$ cat config.mk
export PLATFORM = sky130hd
export DESIGN_NAME = dsp_file_reader
export DESIGN_NICKNAME = d
export VERILOG_FILES = /design/src/rtl/dsp_file_reader.sv
export SDC_FILE = /design/constraint.sdc
export NUM_CORES = 1
export LEC_CHECK = 0
export ABC_CLOCK_PERIOD_IN_PS = 19100
export BUFFER_PORTS_ARGS = -buffer_cell sky130_fd_sc_hd__buf_2
export CORE_ASPECT_RATIO = 0.75
export CORE_MARGIN = 4
export CORE_UTILIZATION = 60
export CTS_BUF_LIST = sky130_fd_sc_hd__clkbuf_8 sky130_fd_sc_hd__clkbuf_16
export DETAILED_ROUTE_END_ITERATION = 7
export PLACE_DENSITY = 0.81
export SETUP_SLACK_MARGIN = 0.02
export SLEW_MARGIN = 25
export SYNTH_ARGS = -nofsm -noshare
export SYNTH_HDL_FRONTEND = slang
export SYNTH_SLANG_ARGS = --single-unit
$ cat constraint.sdc
create_clock -name wb_clk -period 19.1 [get_ports wb_clk]
set_clock_uncertainty 0.1 [all_clocks]
set_input_delay 2.865 -clock wb_clk [delete_from_list [all_inputs] [get_ports wb_clk]]
set_output_delay 2.865 -clock wb_clk [all_outputs]
set_load 0.005 [all_outputs]
$ cat src/rtl/dsp_file_reader.sv
// dsp_file_reader: pops one sample from a RAM-resident circular file.
// Reads the 0x20-byte descriptor at RAM_BASE + 0x20*file_num. Checks for
// empty/error, fetches the sample, writes STATUS and advances RD_PTR.
// Then it returns the sample on a one-cycle file_read_valid pulse.
// Optional build macro DSP_FILE_READER_CACHE_EN keeps START/END/CONTROL of the
// last file so that a repeat request skips those three descriptor reads.

`ifndef WB_RAM0
`define WB_RAM0 32'h0000_0000
`endif

module dsp_file_reader #(
  parameter int              dw       = 32,
  parameter int              aw       = 32,
  parameter logic [aw-1:0]   RAM_BASE = `WB_RAM0
) (
  input  logic          wb_clk,
  input  logic          wb_rst,
  input  logic [7:0]    file_num,
  input  logic          file_read,
  output logic          busy,
  output logic [dw-1:0] file_read_data,
  output logic          file_read_valid,
  output logic          file_empty,
  output logic          file_error,
  output logic [aw-1:0] address,
  output logic          start,
  output logic [3:0]    selection,
  output logic          write,
  output logic [dw-1:0] data_wr,
  input  logic [dw-1:0] data_rd,
  input  logic          active
);

  localparam logic [aw-1:0] OFF_START   = aw'(8'h00);
  localparam logic [aw-1:0] OFF_END     = aw'(8'h04);
  localparam logic [aw-1:0] OFF_RD_PTR  = aw'(8'h08);
  localparam logic [aw-1:0] OFF_WR_PTR  = aw'(8'h0C);
  localparam logic [aw-1:0] OFF_STATUS  = aw'(8'h10);
  localparam logic [aw-1:0] OFF_CONTROL = aw'(8'h14);

  typedef enum logic [4:0] {
    IDLE,
    RD_START,   RD_START_DONE,
    RD_END,     RD_END_DONE,
    RD_RDPTR,   RD_RDPTR_DONE,
    RD_WRPTR,   RD_WRPTR_DONE,
    RD_STATUS,  RD_STATUS_DONE,
    RD_CONTROL, RD_CONTROL_DONE,
    CHECK,
    RD_DATA,    RD_DATA_DONE,
    WR_STATUS,  WR_STATUS_DONE,
    WR_RDPTR,   WR_RDPTR_DONE,
    RESPOND
  } state_t;

  state_t state, state_next;

  logic [7:0]    file_idx;
  logic [dw-1:0] start_ptr, end_ptr, rd_ptr, wr_ptr, status, sample;
  logic [1:0]    size_r;
  logic          empty_r, error_r;

  logic [aw-1:0] desc_base;
  logic [dw-1:0] inc, rd_inc, lane_data;
  logic [3:0]    data_sel;
  logic          wrap;

  assign desc_base = RAM_BASE + aw'({file_idx, 5'b00000});

  // Pointer increment and lane selection derived from size and pointer offset.
  always_comb begin
    inc       = '0;
    data_sel  = 4'hF;
    lane_data = '0;
    case (size_r)
      2'b00: begin
        inc       = dw'(4);
        data_sel  = 4'hF;
        lane_data = data_rd;
      end
      2'b01: begin
        inc       = dw'(2);
        data_sel  = rd_ptr[1] ? 4'hC : 4'h3;
        lane_data = dw'(rd_ptr[1] ? data_rd[31:16] : data_rd[15:0]);
      end
      2'b10: begin
        inc      = dw'(1);
        data_sel = 4'b0001 << rd_ptr[1:0];
        case (rd_ptr[1:0])
          2'd0:    lane_data = dw'(data_rd[7:0]);
          2'd1:    lane_data = dw'(data_rd[15:8]);
          2'd2:    lane_data = dw'(data_rd[23:16]);
          default: lane_data = dw'(data_rd[31:24]);
        endcase
      end
      default: ;
    endcase
  end

  assign rd_inc = rd_ptr + inc;
  assign wrap   = rd_inc > end_ptr;

`ifdef DSP_FILE_READER_CACHE_EN
  logic       cache_valid;
  logic [7:0] cache_num;
  logic       use_cache;
  logic       cache_hit;

  assign cache_hit = cache_valid && (cache_num == file_num);

  // Track which file's START/END/CONTROL are held and whether they can be reused.
  always_ff @(posedge wb_clk or posedge wb_rst) begin
    if (wb_rst) begin
      cache_valid <= 1'b0;
      cache_num   <= '0;
      use_cache   <= 1'b0;
    end else if (state == IDLE && file_read) begin
      use_cache <= cache_hit;
    end else if (state == RESPOND) begin
      cache_valid <= !error_r;
      cache_num   <= file_idx;
    end
  end
`endif

  // State register.
  always_ff @(posedge wb_clk or posedge wb_rst) begin
    if (wb_rst) state <= IDLE;
    else        state <= state_next;
  end

  // Next-state decode and bus request outputs.
  always_comb begin
    // NOTE: every output gets a default first, so no path through the case infers a latch.
    state_next = state;
    start      = 1'b0;
    write      = 1'b0;
    address    = '0;
    selection  = 4'h0;
    data_wr    = '0;
    case (state)
      IDLE: if (file_read) begin
`ifdef DSP_FILE_READER_CACHE_EN
        state_next = cache_hit ? RD_RDPTR : RD_START;
`else
        state_next = RD_START;
`endif
      end
      RD_START: begin
        start = 1'b1; selection = 4'hF; address = desc_base + OFF_START;
        if (active) state_next = RD_START_DONE;
      end
      RD_START_DONE: if (!active) state_next = RD_END;
      RD_END: begin
        start = 1'b1; selection = 4'hF; address = desc_base + OFF_END;
        if (active) state_next = RD_END_DONE;
      end
      RD_END_DONE: if (!active) state_next = RD_RDPTR;
      RD_RDPTR: begin
        start = 1'b1; selection = 4'hF; address = desc_base + OFF_RD_PTR;
        if (active) state_next = RD_RDPTR_DONE;
      end
      RD_RDPTR_DONE: if (!active) state_next = RD_WRPTR;
      RD_WRPTR: begin
        start = 1'b1; selection = 4'hF; address = desc_base + OFF_WR_PTR;
        if (active) state_next = RD_WRPTR_DONE;
      end
      RD_WRPTR_DONE: if (!active) state_next = RD_STATUS;
      RD_STATUS: begin
        start = 1'b1; selection = 4'hF; address = desc_base + OFF_STATUS;
        if (active) state_next = RD_STATUS_DONE;
      end
      RD_STATUS_DONE: if (!active) begin
`ifdef DSP_FILE_READER_CACHE_EN
        state_next = use_cache ? CHECK : RD_CONTROL;
`else
        state_next = RD_CONTROL;
`endif
      end
      RD_CONTROL: begin
        start = 1'b1; selection = 4'hF; address = desc_base + OFF_CONTROL;
        if (active) state_next = RD_CONTROL_DONE;
      end
      RD_CONTROL_DONE: if (!active) state_next = CHECK;
      CHECK: begin
        if (size_r == 2'b11 || rd_ptr == wr_ptr) state_next = WR_STATUS;
        else                                     state_next = RD_DATA;
      end
      RD_DATA: begin
        start = 1'b1; selection = data_sel;
        address = aw'({rd_ptr[dw-1:2], 2'b00});
        if (active) state_next = RD_DATA_DONE;
      end
      RD_DATA_DONE: if (!active) state_next = WR_STATUS;
      WR_STATUS: begin
        start = 1'b1; write = 1'b1; selection = 4'hF;
        address = desc_base + OFF_STATUS; data_wr = status;
        if (active) state_next = WR_STATUS_DONE;
      end
      WR_STATUS_DONE: if (!active) state_next = (empty_r || error_r) ? RESPOND : WR_RDPTR;
      WR_RDPTR: begin
        start = 1'b1; write = 1'b1; selection = 4'hF;
        address = desc_base + OFF_RD_PTR; data_wr = rd_ptr;
        if (active) state_next = WR_RDPTR_DONE;
      end
      WR_RDPTR_DONE: if (!active) state_next = RESPOND;
      RESPOND: state_next = IDLE;
      default: state_next = IDLE;
    endcase
  end

  // Descriptor capture, CHECK outcome, sample fetch and pointer advance.
  always_ff @(posedge wb_clk or posedge wb_rst) begin
    // NOTE: non-blocking throughout, so sample and pointer updates in one cycle both see the pre-edge rd_ptr.
    if (wb_rst) begin
      file_idx       <= '0;
      start_ptr      <= '0;
      end_ptr        <= '0;
      rd_ptr         <= '0;
      wr_ptr         <= '0;
      status         <= '0;
      size_r         <= '0;
      sample         <= '0;
      empty_r        <= 1'b0;
      error_r        <= 1'b0;
      file_read_data <= '0;
    end else begin
      case (state)
        IDLE: if (file_read) begin
          file_idx <= file_num;
          empty_r  <= 1'b0;
          error_r  <= 1'b0;
        end
        RD_START_DONE:   if (!active) start_ptr <= data_rd;
        RD_END_DONE:     if (!active) end_ptr   <= data_rd;
        RD_RDPTR_DONE:   if (!active) rd_ptr    <= data_rd;
        RD_WRPTR_DONE:   if (!active) wr_ptr    <= data_rd;
        RD_STATUS_DONE:  if (!active) status    <= data_rd;
        RD_CONTROL_DONE: if (!active) size_r    <= data_rd[1:0];
        CHECK: begin
          if (size_r == 2'b11) begin
            error_r   <= 1'b1;
            status[2] <= 1'b1;
          end else if (rd_ptr == wr_ptr) begin
            empty_r   <= 1'b1;
            status[1] <= 1'b1;
          end else begin
            status[1] <= 1'b0;
          end
        end
        RD_DATA_DONE: if (!active) begin
          sample <= lane_data;
          if (wrap) begin
            rd_ptr    <= start_ptr;
            status[0] <= 1'b1;
          end else begin
            rd_ptr <= rd_inc;
          end
        end
        default: ;
      endcase
      if (state != RESPOND && state_next == RESPOND)
        file_read_data <= (empty_r || error_r) ? '0 : sample;
    end
  end

  assign busy            = (state != IDLE);
  assign file_read_valid = (state == RESPOND);
  assign file_empty      = (state == RESPOND) && empty_r;
  assign file_error      = (state == RESPOND) && error_r;

endmodule

==> results.cfg, run 1 <==
[yosys]
synthTopCellsByArea = dfrtp_1 45%, mux2_2 9.1%, nand2_1 5.8%, ha_1 3.8%, a22o_1 3.2%
yosysWarningCount = 0
synth_edf_count = 0
synth_top_area_share_pct = 44.9
synthFlopType = dfrtp_1
synth_seq_area_share_pct = 44.9
synth_seq_cells = 241
postSynthAreaPerCell_um2 = 9.87
synth_cell_type_count = 73
synthArstFlopShare_pct = 100
yosysTopAreaCell = dfrtp_1
netlist_area_um2 = 13400
synthCells = 1360

[clock_tree]
cts-root-buf = clkbuf_16
clk_latency_ns = 0.54
cts_buffers = 25
clockBufferDepth = 3
cts_resized = 0
numClockSinks = 241
clk_pin_slew_ns = 0.06
htreeDepth = 1
post-cts-setup-buffers = 0
cts_hold_buffers = 0
cts_tree = yes

[die]
die_x_um = 181
fp.dieH_um = 138
core_area_um2 = 22100
ios = 150
initial_utilization_pct = 60.9
dieArea_um2 = 24800
row_count = 47

[timing]
timing.hold.ws_ns = 0.378
report.final.setup_viol = 0
slew_headroom_pct = 28.0
final_hold_viol_count = 0
tns_ns = 0
slew_viol_final = 0
fin_crit_ns = 6.25
worst_pin_slew_ns = 1.08
fmax_mhz = 160
setup_ws_ns = 12.85
rsz0062_at_grt = false
period_share_pct = 32.7

[power]
ir_drop_v = 0.0000755
p_int_mw = 1.46
swShare_pct = 42.2
combPwrFrac_pct = 41.8
power_density_nw_per_um2 = 168
p_clk_share_pct = 19.2
power_mw = 2.53
switchingPower_mw = 1.07
leakage_nw = 7.47
seqPwrFrac_pct = 39.0

[setup_path]
worstSetupEndpoint = data_wr[8]
crit_fanout = 24
reg2reg_to = rd_ptr[25]
arrival_ns = 3.28
r2r-start = rd_ptr[1]
critPathRequiredTime_ns = 16.14
crit_start = state[2]
cp-end-kind = primary output
worstRegToRegCells = 14
crit_type = flop to primary output
startpoint_type = flop
rrSetupSlack_ns = 13.61

[placed_design]
port_buffers = 147
place_hpwl_mm = 28.2
finalWeightedCongestion = 0.970
pre_cts_ws_ns = 13.43
dp.cells = 1717

[routing]
dr.first_iter.drc_count = 1561
vias = 11600
wl_mm = 42.3
firstDrtPassIters = 6
wl_per_cell_um = 24.0
via_per_inst = 6.55
drc = 0
ant_nets = 0

[global_route]
grt_antenna_before_repair = 0
grt_max_degree = 94
grt_pass1_vias = 11300
grt_overflow = 0
grt_first_pass_wirelength_mm = 65.0
track_usage_pct = 33.3

[job]
drv_cap = 0

[worst_hold_path]
min_path_cells = 2
hold_path.class = flop to flop

[finish]
finish.net_count = 1536
layout_common_cells = 241 x dfrtp_1, 207 x nand2_1, 147 x buf_2, 108 x mux2_2, 79 x inv_1
mostFrequentLayoutCell = dfrtp_1
layout.cells.non_filler = 1763
fillCellCount = 1691
area_growth_pct = 12.3
drive_gt1_share_pct = 23.4

[outcome]
status = complete, no violations
## sequential cells by signal (all words and copies together), names as in the netlist
signal	cells
end_ptr	32
file_read_data	32
rd_ptr	32
sample	32
start_ptr	32
status	32
wr_ptr	32
file_idx	8
state	5
size_r	2
empty_r	1
error_r	1
## worst min-delay path by stage
stage	from	endpoint
after global placement	sample[18]	sample[18]
after floorplan	status[10]	status[10]
after CTS	status[27]	status[27]
after detailed placement	status[27]	status[27]
final	status[24]	status[24]
after global routing	status[6]	status[6]
## final cells by class
class                      count  area, um^2  area share, %
antenna                        2        5.00         0.0332
clock buffer                  32         722           4.79
inverter                      77         297           1.97
clock inverter                12        90.1          0.598
tap                          294         368           2.44
timing repair buffer         168         901           5.98
multi-input combinational    937        6650           44.2
sequential                   241        6030           40.0
## critical path, stage by stage (launching register included)
cell and delay (ns):
dfrtp_1 0.63, nor2_1 0.32, nand2_1 0.23, nor3_4 0.77, buf_4 0.42, a22o_1 0.22
buf_2 0.14
## per-layer routing
metal  vias to the layer above  wire length (um)  track usage, %  part of all wire [%]
li1                       4966                 -               -                     -
met1                      5664             16800            45.3                    40
met2                       767             18400            50.9                    43
met3                       157              5520            10.7                    13
met4                         0              1580            11.8                   3.7
met5                         -                 0               0                     0
## metrics by stage
step           area (um^2)  util, %
2_1_floorplan        13400        -
3_3_place_gp         14200     64.4
3_5_place_dp         14200     64.6
6_report             15100     68.3
4_1_cts              15000     68.2
5_1_grt              15100     68.3
## cells in the mapped netlist, types with 16 or more instances
master	count
nor3_1	16
xnor2_1	26
ha_1	41
nand2_1	207
xor2_1	36
mux2i_1	32
and2_1	27
nor2_1	41
a21oi_1	69
nand4_1	35
o21ai_0	41
dfrtp_1	241
inv_1	76
mux2_2	108
nand3_1	21
o211ai_1	16
clkbuf_1	49
and3_1	30
a22o_1	49
buf_2	31
## power by group through the flow
stage | sequential [mW] | clock [mW] | combinational (mW)
after floorplan | 0.846 | 0 | 0.810
after global placement | 0.967 | 0 | 0.977
after detailed placement | 0.978 | 0 | 1.02
after CTS | 0.972 | 0.488 | 1.03
after global routing | 1.00 | 0.509 | 1.15
final | 0.988 | 0.485 | 1.06
## kinds of logic (layout without fill, tap and decap cells)
kind of cell / after synthesis / after routing / share of synthesized area [%]
compound gates: 252 / 252 / 13.1
xor+xnor: 62 / 62 / 4.05
fa+ha+maj: 42 / 42 / 3.97
buf+inv: 183 / 289 / 6.00
flops: 241 / 241 / 44.9
mux: 140 / 140 / 11.4
other cells: 1 / 4 / 0.0279
simple gates: 439 / 439 / 16.5
Note: power is estimated with default switching activity, not from simulation.
==> inputs of run 2 (changes only) <==
- ABC_CLOCK_PERIOD_IN_PS: 19100 -> 6290
- CORE_UTILIZATION: 60 -> 59
- PLACE_DENSITY: 0.81 -> 0.8
- clock period: 19.1 -> 6.29 ns (I/O delays scaled with it)
==> run 2 against run 1 <==
  * Count of clock-buffer cells in the layout decreased by 2
  * Clock power increased to 3.0 times the previous value
  * Global-route usage decreased by 0.38 points
  * Combinational power increased to 3.1 times the previous value
  * Core utilization decreased by 0.39 points
  * Largest cell class unchanged
==> results.cfg, run 2 (synthesis results as in run 1) <==
[setup_path]
critPathRequiredTime_ns = 6.62
crit_fanout = 17
rrSetupSlack_ns = 1.13
max_stage_delay_ns = 0.80
r2r-start = rd_ptr[1]
cp-end-kind = flop
startpoint_type = flop
cp_slowest_cell = dfrtp_1
cp_cell_sequence = inv_1 > ha_1 > nand2b_1 > a21oi_1 > buf_4 > nand4_1 > xnor2_1 > ha_1 > nand4_1 > nor4_4 > nor2b_1 > o31a_2 > nor2_1 > buf_4 > o211ai_1
reg2reg_to = rd_ptr[29]
arrival_ns = 5.49
worstRegToRegCells = 15
crit_buf_inv = 3
critPathTopFamily = simple AND/OR/NAND/NOR gates
crit_type = flop to flop

[placed_design]
dp.cells = 1725
place_hpwl_mm = 29.4
finalWeightedCongestion = 0.967
port_buffers = 147

[power]
seqPwrFrac_pct = 38.9
power_mw = 7.68
combPwrFrac_pct = 42.5
p_clk_share_pct = 18.7
p_int_mw = 4.45
power_density_nw_per_um2 = 509
switchingPower_mw = 3.23
leakage_nw = 7.51
ir_drop_v = 0.000283
swShare_pct = 42.1

[clock_tree]
clk_latency_ns = 0.52
cts_buffers = 24
cts-root-buf = clkbuf_16
post-cts-setup-buffers = 0
clk_pin_slew_ns = 0.07
numClockSinks = 241
cts_hold_buffers = 0
cts_resized = 0
cts_tree = yes
clockBufferDepth = 3
htreeDepth = 1

[die]
initial_utilization_pct = 60.4
die_x_um = 182
row_count = 47
fp.dieH_um = 139
ios = 150
dieArea_um2 = 25200
core_area_um2 = 22200

[timing]
slew_headroom_pct = 24.3
fin_crit_ns = 5.16
tns_ns = 0
period_share_pct = 82.0
slew_viol_final = 0
fmax_mhz = 194
rsz0062_at_grt = false
report.final.setup_viol = 0
worst_pin_slew_ns = 1.12
final_hold_viol_count = 0
timing.hold.ws_ns = 0.297

[routing]
vias = 11300
drc = 0
via_per_inst = 6.41
ant_nets = 0
firstDrtPassIters = 7
wl_mm = 42.5
dr.first_iter.drc_count = 1419
wl_per_cell_um = 24.0

[finish]
area_growth_pct = 12.5
drive_gt1_share_pct = 23.6
fillCellCount = 1747
finish.net_count = 1544
diodes = 0
layout_common_cells = 241 x dfrtp_1, 206 x nand2_1, 147 x buf_2, 108 x mux2_2, 82 x inv_1
mostFrequentLayoutCell = dfrtp_1
utilization_pct = 67.9
layout.cells.non_filler = 1770

[global_route]
track_usage_pct = 32.9
grt_antenna_before_repair = 2
grt_pass1_vias = 11000
grt_first_pass_wirelength_mm = 65.5
grt_max_degree = 88
grt_overflow = 0

[worst_hold_path]
hold_path.class = primary input to asynchronous set/reset pin

[outcome]
status = complete, no violations

[job]
drv_cap = 0
run 2: cell count changes in the layout (fill, tap and decap cells not counted), sizes merged:
cell and change:
buf +9, clkbuf -2, clkinv +2, diode -2
run 2: metrics by stage:
step	setup WS [ns]	area (um^2)
finish	1.13	15100
global route	0.906	15100
CTS	1.26	15100
detailed placement	1.31	14300
global placement	1.48	14300
floorplan	2.08	13400
run 2: final cells by class:
| type | instances | area, um^2 | area share, % |
|---|---|---|---|
| Tap cell | 294 | 368 | 2.44 |
| Inverter | 77 | 293 | 1.94 |
| Timing Repair Buffer | 177 | 986 | 6.53 |
| Clock buffer | 30 | 694 | 4.60 |
| Multi-Input combinational cell | 937 | 6640 | 44.0 |
| Sequential cell | 241 | 6030 | 39.9 |
| Clock inverter | 14 | 90.1 | 0.597 |
run 2: power groups by stage:
stage	registers, mW	logic [mW]	clock network [mW]
detailed placement	2.97	3.16	0
CTS	2.95	3.20	1.45
global placement	2.92	3.08	0
finish	2.98	3.26	1.44
global route	3.05	3.58	1.52
floorplan	2.57	2.46	0
run 2: worst max path at each step:
| stage | startpoint | end | slack [ns] | depth (start not counted) |
|---|---|---|---|---|
| after global placement | rd_ptr[1] | rd_ptr[11] | 1.48 | 15 |
| after CTS | rd_ptr[1] | rd_ptr[29] | 1.26 | 15 |
| after detailed placement | rd_ptr[1] | rd_ptr[29] | 1.31 | 15 |
| after global routing | rd_ptr[1] | rd_ptr[19] | 0.91 | 13 |
| after floorplan | wb_rst | empty_r | 2.08 | 1 |
| final | rd_ptr[1] | rd_ptr[29] | 1.13 | 15 |
run 2: metal layers:
layer | routed length [um] | vias up | GRT usage, %
li1 | - | 4982 | -
met1 | 17900 | 5585 | 48.7
met2 | 18200 | 678 | 47.2
met3 | 5150 | 93 | 10.4
met4 | 1200 | 4 | 9.08
met5 | 25 | - | 0
